<file path="config.mk">
export PLATFORM = sky130hd
export DESIGN_NAME = da_accumulator
export DESIGN_NICKNAME = d
export VERILOG_FILES = /design/src/rtl/da_pkg.sv /design/src/rtl/da_shift_add.sv /design/src/rtl/da_accumulator.sv
export SDC_FILE = /design/constraint.sdc
export NUM_CORES = 1
export LEC_CHECK = 0
export BUFFER_PORTS_ARGS = -buffer_cell sky130_fd_sc_hd__buf_2
export CAP_MARGIN = 20
export CORE_MARGIN = 4
export CORE_UTILIZATION = 27
export CTS_CLUSTER_DIAMETER = 40
export DETAILED_ROUTE_END_ITERATION = 8
export PLACE_DENSITY = 0.43
export RECOVER_POWER = 100
export SLEW_MARGIN = 20
export SYNTH_ARGS = -nofsm -noshare
export SYNTH_HDL_FRONTEND = slang
export SYNTH_SLANG_ARGS = --single-unit
</file>
<file path="constraint.sdc">
create_clock -name clk_80 -period 6.71 [get_ports clk_80]
set_clock_uncertainty 0.05 [all_clocks]
set_input_delay 0.3355 -clock clk_80 [delete_from_list [all_inputs] [get_ports clk_80]]
set_output_delay 0.3355 -clock clk_80 [all_outputs]
set_load 0.01 [all_outputs]
</file>
<file path="src/rtl/da_pkg.sv">
// Shared defaults and FSM encoding for the distributed-arithmetic accumulator.
package da_pkg;

  // Default widths: sample bits, LUT partial-sum width and result width.
  localparam int DATA_W_DEF = 8;
  localparam int LUT_W_DEF  = 6;
  localparam int ACC_W_DEF  = LUT_W_DEF + DATA_W_DEF;

  // 2-bit FSM state encoding.
  typedef logic [1:0] state_t;
  localparam state_t ST_IDLE = 2'd0;
  localparam state_t ST_RUN  = 2'd1;
  localparam state_t ST_DONE = 2'd2;

  // Width of the bit-slice index. Clamped to 1 so that a degenerate
  // one-bit sample still yields a legal vector.
  function automatic int sel_width(input int n);
    return (n > 1) ? $clog2(n) : 1;
  endfunction

endpackage

</file>
<file path="src/rtl/da_shift_add.sv">
// Shift/add datapath: sign-extends the LUT partial sum, weights it by the
// current bit position and adds it to (or, for the sign bit, subtracts it
// from) the running accumulator.
module da_shift_add
  import da_pkg::*;
#(
  parameter int LUT_W = LUT_W_DEF,
  parameter int ACC_W = ACC_W_DEF,
  parameter int SEL_W = sel_width(DATA_W_DEF)
) (
  input  logic signed [ACC_W-1:0] acc,
  input  logic signed [LUT_W-1:0] lut,
  input  logic        [SEL_W-1:0] shift,
  input  logic                    sub,
  output logic signed [ACC_W-1:0] sum
);

  logic signed [ACC_W-1:0] term;

  // Weighted partial sum and add/subtract select; the sign bit of a
  // two's-complement sample carries negative weight.
  always_comb begin
    term = {{(ACC_W-LUT_W){lut[LUT_W-1]}}, lut} <<< shift;
    sum  = sub ? (acc - term) : (acc + term);
  end

endmodule

</file>
<file path="src/rtl/da_accumulator.sv">
// Bit-serial distributed-arithmetic accumulator. One computation walks the
// sample bits LSB first, one bit per cycle, accumulating the LUT partial
// sums, then presents the result with a one-cycle valid strobe.
module da_accumulator
  import da_pkg::*;
#(
  parameter  int DATA_W = DATA_W_DEF,
  parameter  int LUT_W  = LUT_W_DEF,
  parameter  int ACC_W  = LUT_W + DATA_W,
  localparam int SEL_W  = sel_width(DATA_W)
) (
  input  logic                    clk_80,
  input  logic                    rst_80,
  input  logic                    start_80,
  input  logic signed [LUT_W-1:0] lut_80,
  output logic        [SEL_W-1:0] bit_sel_80,
  output logic                    busy_80,
  output logic signed [ACC_W-1:0] y_80,
  output logic                    valid_80
);

  state_t                  state;
  logic signed [ACC_W-1:0] acc;
  logic signed [ACC_W-1:0] acc_next;
  logic                    is_msb;

  assign is_msb = (bit_sel_80 == SEL_W'(DATA_W - 1));

  da_shift_add #(
    .LUT_W (LUT_W),
    .ACC_W (ACC_W),
    .SEL_W (SEL_W)
  ) u_shift_add (
    .acc   (acc),
    .lut   (lut_80),
    .shift (bit_sel_80),
    .sub   (is_msb),
    .sum   (acc_next)
  );

  // Status outputs decode straight from the state register so reset clears
  // them at once and valid_80 lasts exactly the single DONE cycle.
  assign busy_80  = (state == ST_RUN);
  assign valid_80 = (state == ST_DONE);

  // FSM, bit counter, accumulator and result register.
  // NOTE: every register here is assigned with <= so all of them update
  // from the same pre-edge values; blocking = would let later statements
  // see already-updated state and break the accumulate/compare ordering.
  always_ff @(posedge clk_80 or posedge rst_80) begin
    if (rst_80) begin
      // NOTE: all state, including the result register, is cleared by the
      // asynchronous reset so outputs read zero while rst_80 is held.
      state      <= ST_IDLE;
      acc        <= '0;
      bit_sel_80 <= '0;
      y_80       <= '0;
    end else begin
      case (state)
        ST_IDLE, ST_DONE: begin
          bit_sel_80 <= '0;
          if (start_80) begin
            state <= ST_RUN;
            acc   <= '0;
          end else begin
            state <= ST_IDLE;
          end
        end
        ST_RUN: begin
          acc <= acc_next;
          if (is_msb) begin
            y_80       <= acc_next;
            bit_sel_80 <= '0;
            state      <= ST_DONE;
          end else begin
            bit_sel_80 <= bit_sel_80 + 1'b1;
          end
        end
        default: begin
          state      <= ST_IDLE;
          bit_sel_80 <= '0;
        end
      endcase
    end
  end

endmodule

</file>
# Yosys cells after proc, flatten, opt, wreduce, memory -nomap -nowiden
# Cells that the tools add are included.
dict set report word_totals {
  reg_bits 33
  output_inout_bits 19
  wordCells 26
}
dict set report op_classes {
  add_sub_neg 3
  n_eq_ne 5
  shift 1
  n_mux 8
  reduce_logical 5
}
# op n
set op_table {}
lappend op_table {{2-to-1 mux 14 bit} 2}
lappend op_table {{one-hot mux 14 bit (2 select lines)} 1}
lappend op_table {{adder 14 bit} 1}
lappend op_table {{<<< shifter 14 x 3 -> 14 bit} 1}
lappend op_table {{subtractor 14 bit} 1}
lappend op_table {{2-to-1 mux 3 bit} 2}
lappend op_table {{one-hot mux 2 bit (2 select lines)} 1}
lappend op_table {{AND reduction 2 bit} 2}
lappend op_table {{adder 3 x 1 -> 3 bit, second input constant} 1}
lappend op_table {{== test 3 bit, second input constant} 1}
lappend op_table {{== test 2 x 1 -> 1 bit, second input constant} 1}
lappend op_table {{== test 2 bit, second input constant} 1}
lappend op_table {{zero test 2 bit} 1}
lappend op_table {{2-to-1 mux 2 bit} 1}
lappend op_table {{inequality test 2 x 1 -> 1 bit, second input constant} 1}
lappend op_table {{inequality test 2 bit, second input constant} 1}
lappend op_table {{nonzero test 2 bit} 1}
lappend op_table {{OR reduction 2 bit} 1}
lappend op_table {{2-to-1 mux 1 bit} 1}

# Logic depth before layout (Yosys ltp)
# Gate-level depths: netlist of the first run.
dict set report logic_depth {
  word_depth 4
  depth_mapped 18
  depth_no_buf 17
}

# Modules after synthesis
# From an unflattened synthesis of the first run, not the netlist that was laid out.
dict set report hier_totals {
  cells_unflattened 320
  area_unflattened_um2 2912.8
}
# mod n_inst cells_each area_per_inst_um2 seq_area_each_um2
set modules_own_cells {}
lappend modules_own_cells {da_shift_add 1 216 1462.7 0.0}
lappend modules_own_cells {da_accumulator 1 104 1450.1 825.8}

# Worst setup path after synthesis of the first run
# Ideal clock, no wire load.
dict set report synth_timing {
  path_type {flip-flop to flip-flop}
  start {reg bit_sel_80[0]}
  end {reg y_80[13]}
  arrival_ps 3671
  required_time_ps 6535
  setup_slack_ps 2865
  stages_incl_launch_ff 16
  path_buffers 1
  period_less_slack_ps 3845
  cell_sequence {dfrtp_1 > buf_6 > mux4_2 > or3_1 > nand2_1 > o2111a_1 > nor2_1 > xor2_1 > ha_1 > a21o_1 > a21oi_1 > nand2_1 > o311ai_0 > a21oi_1 > xnor2_1 > mux2_2}
}
dict set report synth_between {
  elab_chain_cells 3
  elab_cells_between_ends 6
  classes_between {2 x add/sub; 1 x eq/ne; 1 x shift; 1 x mux; 1 x reduce/logical}
}
# item line_no
set synth_lines {}
lappend synth_lines {{from (decl)} da_accumulator.sv:16} ;# output logic [SEL_W-1:0] bit_sel_80,
lappend synth_lines {{from (signal assigned)} da_accumulator.sv:76} ;# bit_sel_80 <= bit_sel_80 + 1'b1;
lappend synth_lines {{<<< shifter 14 x 3 -> 14 bit} da_shift_add.sv:23} ;# term = {{(ACC_W-LUT_W){lut[LUT_W-1]}}, lut} <<< shift;
lappend synth_lines {{adder 14 bit or subtractor 14 bit (tied branches)} da_shift_add.sv:24} ;# sum = sub ? (acc - term) : (acc + term);
lappend synth_lines {{2-to-1 mux 14 bit} da_shift_add.sv:24}
lappend synth_lines {{to (signal assigned)} da_accumulator.sv:72} ;# y_80 <= acc_next;
lappend synth_lines {{to (decl)} da_accumulator.sv:18} ;# output logic signed [ACC_W-1:0] y_80,
# Parallel ways exist; a longest one is shown, timed or not.
# A chain may end at the register's enable or synchronous reset.

# Final worst setup path of the first run
# Ends and elaborated chain as after synthesis.

==> flow_summary_export.csv, run 1 <==
group,metric,value,unit
status,status,"finished with violations",
status,violations,"capacitance limit, slew limit",
global_routing,grt_use_total,12.0,%
setup_path,required,6840,ps
synthesis,yosys-top-cells-count,"33 x dfrtp_1, 23 x nand2_1, 21 x nor2_1, 20 x a21oi_1, 20 x o21ai_0",
cts,h-tree-depth,2,
cts,clk_pin_slew,80,ps
synthesis,seq_area_frac_synth,32.6,%
die,core_area,9200,um2
setup_path,start_kind,"flop",
synthesis,yosysTopAreaCellShare,32.6,%
setup_path,worstPathMaxFanout,22,
place,dp_slack,2240,ps
setup_path,path_buf_inv,0,
routing,drcViolationCount,0,
synthesis,synth_edf_count,0,
global_routing,first_global_vias,2123,
synthesis,syn_area,2540,um2
place,port_buffers,27,
timing,hold-worst-slack,239,ps
worst_hold_path,whs_path_depth,2,
synthesis,synth_area_leaders,"dfrtp_1 33%, ha_1 7.9%, mux2_2 5.3%",
global_routing,grt_max_degree,34,
die,num_rows,35,
timing,worstMarginPinSlew,1820,ps
global_routing,grt-ovfl-total,0,
place,dp_hpwl,4580,um
setup_path,worstPathArrival,4580,ps
timing,finalSetupViolCount,0,
routing,drt_iter0_markers,60,
synthesis,ys_dominant_reg_cell,"dfrtp_1",
die,start_util,27.6,%
die,die_area,11000,um2
cts,cts_max_path_buffers,2,
synthesis,synth_nets,308,
finish,area_delta_synth_final,12.5,%
die,die_y,105,um
setup_path,reg2reg_depth,14,
cts,cts_resized,0,
timing,final.setup.tns,0,ps
cts,postCtsSetupBuffers,0,
setup_path,cp_top_family,"compound AO/OA/AOI/OAI gates",
routing,viasPerCell,4.99,
routing,ant_nets,0,
die,ioPinCount,28,
routing,wl_per_cell,15.1,um
timing,finalWorstSetupSlack,2260,ps
synthesis,yosysWarnings,0,
timing,fin_crit_sh,66.4,%
synthesis,synth_top_area_cell,"dfrtp_1",
cts,cts.hold.buffers_added,0,
cts,cts_tree,"done",
cts,cts_made_buffers,5,
setup_path,worstPathCellList,"mux4_2 > or3_1 > nand2_1 > o2111a_1 > nor2_1 > xor2_1 > ha_1 > a21o_1 > a21oi_1 > nand2_1 > o311ai_0 > a21oi_1 > xnor2_1 > mux2_2",
timing,finalCriticalPeriod,4450,ps
timing,relSlewSlack,-21.3,%
global_routing,grt_use_met1,17.9,%
die,dieWidth,105,um
place,placed_cells,408,
cts,insertion_delay,290,ps
routing,wl,6270,um
timing,slew_violations,34,
synthesis,synth.avg_cell_area,8.99,um2
cts,root_buffer,"clkbuf_8",
routing,dr.pass1.iters,4,
synthesis,ys_ff_latch,33,
timing,finalHoldViolations,0,
timing,rsz0062_at_grt,"no",
setup_path,critical_path_class,"reg -> reg",
finish,final_nets,330,
setup_path,crit_path_max_incr_delay,830,ps
routing,vias,2076,
setup_path,crit_slowest_cell,"dfrtp_1",
setup_path,endpoint_kind,"flop",
global_routing,globalRouteMet2Util,18.1,%
synthesis,synthArstFlopShare,100,%
cts,cts.sinks,33,
synthesis,yosysMostFrequentCell,"dfrtp_1",
synthesis,synth_cell_type_count,51,
timing,clock.fmax,225,MHz
finish,drive_gt1_share,12.8,%
global_routing,antenna_found_initial,0,
synthesis,synthCells,282,
finish,diodes,0,
global_routing,top_usage_layer,"met2",
global_routing,grt_pass1_wl,10900,um
global_routing,grt_use_met3,1.85,%
finish,instances_no_fill,416,
setup_path,cp.depth,14,
place,gp_congestion,0.756,
worst_hold_path,hold_path.class,"in -> reg",
job,maxCapViolCount,1,
-- routing by layer --
metal	vias up	share of wire, %
li1	1058	-
met1	988	54
met2	24	43
met3	6	2.7
met4	0	1.2
met5	-	0
-- logic make-up (layout without fill, tap and decap cells) --
family | Yosys count | after routing | synth area share (%)
xor+xnor | 19 | 19 | 6.56
mux | 19 | 19 | 9.57
buf+inv | 29 | 52 | 4.64
compound gates | 86 | 86 | 23.1
simple gates | 79 | 79 | 14.9
fa+ha+maj | 17 | 17 | 8.68
flops | 33 | 33 | 32.6
-- state kept, by name (all words and copies together) (netlist names) --
| name | count |
|---|---|
| acc | 14 |
| y_80 | 14 |
| bit_sel_80 | 3 |
| state | 2 |
-- layout make-up --
class / instances / area [um2]
Clock buffer: 7 / 86.3
Clock inverter: 1 / 30.0
Fill cell: 1022 / 6340
Inverter: 15 / 56.3
Multi-Input combinational cell: 220 / 1590
Sequential cell: 33 / 826
Tap cell: 111 / 139
Timing Repair Buffer: 29 / 123
-- placed cells by master, fill, tap and decap left out, types with 2 or more instances in the layout --
cell type | Yosys | layout
dfrtp_1 | 33 | 33
nand2_1 | 23 | 23
nor2_1 | 21 | 21
clkbuf_1 | 11 | 21
o21ai_0 | 20 | 20
a21oi_1 | 20 | 20
ha_1 | 16 | 16
inv_1 | 13 | 14
mux2_2 | 12 | 11
xor2_1 | 10 | 10
xnor2_1 | 9 | 9
a22o_1 | 9 | 9
buf_2 | 1 | 8
a21boi_0 | 7 | 7
nor3_1 | 6 | 6
clkbuf_8 | 0 | 6
nor2b_1 | 5 | 5
nand3_1 | 5 | 5
or2_2 | 5 | 5
a21o_1 | 4 | 4
mux2i_1 | 4 | 4
o21a_1 | 4 | 4
and2_1 | 5 | 4
nand2b_1 | 3 | 3
mux4_2 | 3 | 3
a31oi_1 | 2 | 2
o211a_1 | 2 | 2
a31o_1 | 2 | 2
or3_1 | 2 | 2
o31ai_1 | 2 | 2
-- final timing paths --
kind                       slack [ps]              endpoint               startpoint
setup / recovery                 2260  y_80[13]$_DFFE_PP0P_  bit_sel_80[0]$_DFF_PP0_
setup reg to reg                 2260  y_80[13]$_DFFE_PP0P_  bit_sel_80[0]$_DFF_PP0_
hold / removal                    240  state[0]$_DFFE_PP0P_                 start_80
hold reg to reg                   440   y_80[1]$_DFFE_PP0P_      y_80[1]$_DFFE_PP0P_
min in group asynchronous         640   y_80[0]$_DFFE_PP0P_                   rst_80
max in group asynchronous        4930  state[1]$_DFFE_PP0P_                   rst_80
-- through the flow --
step	instance area, um2	utilization (%)
floorplan	2540	-
global placement	2760	30.1
detailed placement	2760	30.1
CTS	2880	31.3
global route	2850	31.0
finish	2850	31.0
Power of run 1 is not shown: default switching activity piles up to over one toggle a cycle in this logic, so the estimate is an artifact.
==> run 2: changes to the inputs <==
--- a/config.mk
+++ b/config.mk
@@ -5,6 +5,7 @@
 export SDC_FILE = /design/constraint.sdc
 export NUM_CORES = 1
 export LEC_CHECK = 0
+export ABC_AREA = 1
 export BUFFER_PORTS_ARGS = -buffer_cell sky130_fd_sc_hd__buf_2
 export CAP_MARGIN = 20
 export CORE_MARGIN = 4
==> constraint.sdc (replaced) <==
create_clock -name clk_80 -period 4.6 [get_ports clk_80]
set_clock_uncertainty 0.05 [all_clocks]
set_input_delay 0.23 -clock clk_80 [delete_from_list [all_inputs] [get_ports clk_80]]
set_output_delay 0.23 -clock clk_80 [all_outputs]
set_load 0.01 [all_outputs]
==> run 2 against run 1 <==
  * Worst setup slack worse by 1400 ps
  * The run still ends with capacitance limit, slew limit left
  * Register-to-register slack worse by 1400 ps
  * Design area is 1.4% lower
  * Maximum frequency is 19% higher
  * Sequential cell count stayed put
==> flow_summary_export.csv, run 2 <==
group,metric,value,unit
synthesis,yosysTopAreaCellShare,33.3,%
cts,cts_made_buffers,5,
synthesis,synth_area_leaders,"dfrtp_1 33%, nand2_1 13%, ha_1 8.1%",
setup_path,required,4780,ps
finish,layout.area.seq,826,um2
setup_path,worstPathArrival,3930,ps
die,dieWidth,104,um
timing,finalSetupViolCount,0,
setup_path,reg2reg_depth,15,
synthesis,synth_nets,360,
synthesis,synth.avg_cell_area,7.42,um2
timing,finalCriticalPeriod,3750,ps
synthesis,synthArstFlopShare,100,%
die,ioPinCount,28,
finish,reg_top3,"acc (14), y_80 (14), bit_sel_80 (3)",
finish,final_nets,388,
routing,vias,2163,
finish,layout_common_cells,"89 x nand2_1, 39 x nand3_1, 33 x dfrtp_1",
setup_path,endpoint_kind,"flop",
setup_path,rrSetupSlack,850,ps
place,gp_congestion,0.787,
cts,cts.sinks,33,
routing,dr.pass1.iters,5,
cts,cts_resized,0,
setup_path,critical_path_class,"reg -> reg",
synthesis,synth_top_area_cell,"dfrtp_1",
die,die_y,104,um
finish,area_delta_synth_final,13.4,%
cts,root_buffer,"clkbuf_8",
synthesis,syn_area,2480,um2
finish,mostFrequentLayoutCell,"nand2_1",
die,num_rows,34,
setup_path,r2r_start,"bit_sel_80[1]$_DFF_PP0_",
timing,rsz0062_at_grt,"no",
worst_hold_path,hp-start,"y_80[1]$_DFFE_PP0P_",
routing,drcViolationCount,0,
worst_hold_path,worst_hold_path.endpoint,"y_80[1]$_DFFE_PP0P_",
die,die_area,10800,um2
place,placed_cells,462,
cts,cts_tree,"done",
timing,relSlewSlack,-22.3,%
synthesis,yosysMostFrequentCell,"nand2_1",
routing,drt_iter0_markers,75,
synthesis,ys_ff_latch,33,
status,violations,"capacitance limit, slew limit",
timing,clock.fmax,267,MHz
timing,finalHoldViolations,0,
global_routing,grt-ovfl-total,0,
die,start_util,28.0,%
timing,final.setup.tns,0,ps
global_routing,antenna_found_initial,0,
setup_path,reg2reg_to,"y_80[11]$_DFFE_PP0P_",
cts,postCtsSetupBuffers,0,
job,maxCapViolCount,1,
finish,instances_no_fill,471,
cts,h-tree-depth,2,
finish,drive_gt1_share,14.6,%
global_routing,grt_max_degree,34,
routing,wl,6110,um
timing,fin_crit_sh,81.5,%
global_routing,grt_use_total,12.0,%
finish,multi_input_area,1490,um2
routing,ant_nets,0,
synthesis,synthCells,334,
global_routing,grt_pass1_wl,10700,um
timing,slew_violations,34,
timing,finalWorstSetupSlack,852,ps
place,dp_hpwl,4710,um
routing,wl_per_cell,13.0,um
timing,worstMarginPinSlew,1830,ps
cts,cts_max_path_buffers,2,
global_routing,first_global_vias,2234,
worst_hold_path,whs_path_depth,2,
synthesis,yosysWarnings,0,
status,status,"finished with violations",
routing,viasPerCell,4.59,
finish,n_fill_cell,982,
synthesis,ys_dominant_reg_cell,"dfrtp_1",
die,core_area,8850,um2
synthesis,yosys-top-cells-count,"89 x nand2_1, 38 x nand3_1, 33 x dfrtp_1, 22 x inv_1, 20 x o21ai_0",
place,dp_slack,994,ps
worst_hold_path,hold_path.class,"reg -> reg",
synthesis,synth_cell_type_count,31,
setup_path,start_kind,"flop",
synthesis,seq_area_frac_synth,33.3,%
cts,clk_pin_slew,70,ps
finish,diodes,0,
setup_path,worstPathMaxFanout,10,
place,port_buffers,27,
synthesis,synth_edf_count,0,
cts,insertion_delay,290,ps
run 2: final cells by class:
cell class                 instances  share of cell area (%)
clock buffer                       7                    3.07
timing repair buffer              29                    4.45
inverter                          32                    4.27
tap                              108                    4.80
sequential                        33                    29.4
clock inverter                     1                    1.07
multi-input combinational        261                    53.0
run 2: routing by layer:
metal	up-vias	global-route usage [%]	wire length, um
li1	1151	-	-
met1	978	16.0	3030
met2	30	19.8	2780
met3	4	2.80	267
met4	0	2.85	38
met5	-	0	0
run 2: worst max-delay path by stage:
stage	to	cells past startpoint	from	slack, ps
global placement	y_80[11]$_DFFE_PP0P_	15	bit_sel_80[1]$_DFF_PP0_	1100
global route	y_80[11]$_DFFE_PP0P_	15	bit_sel_80[1]$_DFF_PP0_	390
finish	y_80[11]$_DFFE_PP0P_	15	bit_sel_80[1]$_DFF_PP0_	850
CTS	y_80[11]$_DFFE_PP0P_	15	bit_sel_80[1]$_DFF_PP0_	920
detailed placement	acc[9]$_DFFE_PP0P_	14	bit_sel_80[1]$_DFF_PP0_	990
floorplan	acc[9]$_DFFE_PP0P_	15	bit_sel_80[0]$_DFF_PP0_	1540
run 2: kinds of logic after synthesis:
| group | synth area share, % |
|---|---|
| simple gates | 34.0 |
| compound gates | 11.3 |
| buf+inv | 6.21 |
| flops | 33.3 |
| xor+xnor | 6.36 |
| fa+ha+maj | 8.88 |
run 2: critical path: stages, from the launching register on:
cell and delay, ps:
dfrtp_1 530, ha_1 210, ha_1 370, clkinv_1 350, o21ai_0 380, inv_1 80
ha_1 280, nand2_1 40, o21ai_0 290, a21oi_1 210, o21ai_1 280, nor2_1 70
o21ai_0 230, or2_1 160, nand3_1 70, nand2_1 90
run 2: timing repair:
action	in CTS	in global routing
hold endpoints to repair	21	0
hold buffers	1	0
endpoints found under the setup margin	0	0
run 2: per-stage QoR:
stage	utilization [%]	hold slack, ps	instance area [um2]
floorplan	-	309	2480
global placement	30.8	300	2720
detailed placement	30.8	316	2720
CTS	32.2	435	2850
global route	31.8	466	2810
finish	31.8	431	2810
Power of run 2 is left out for the same reason.
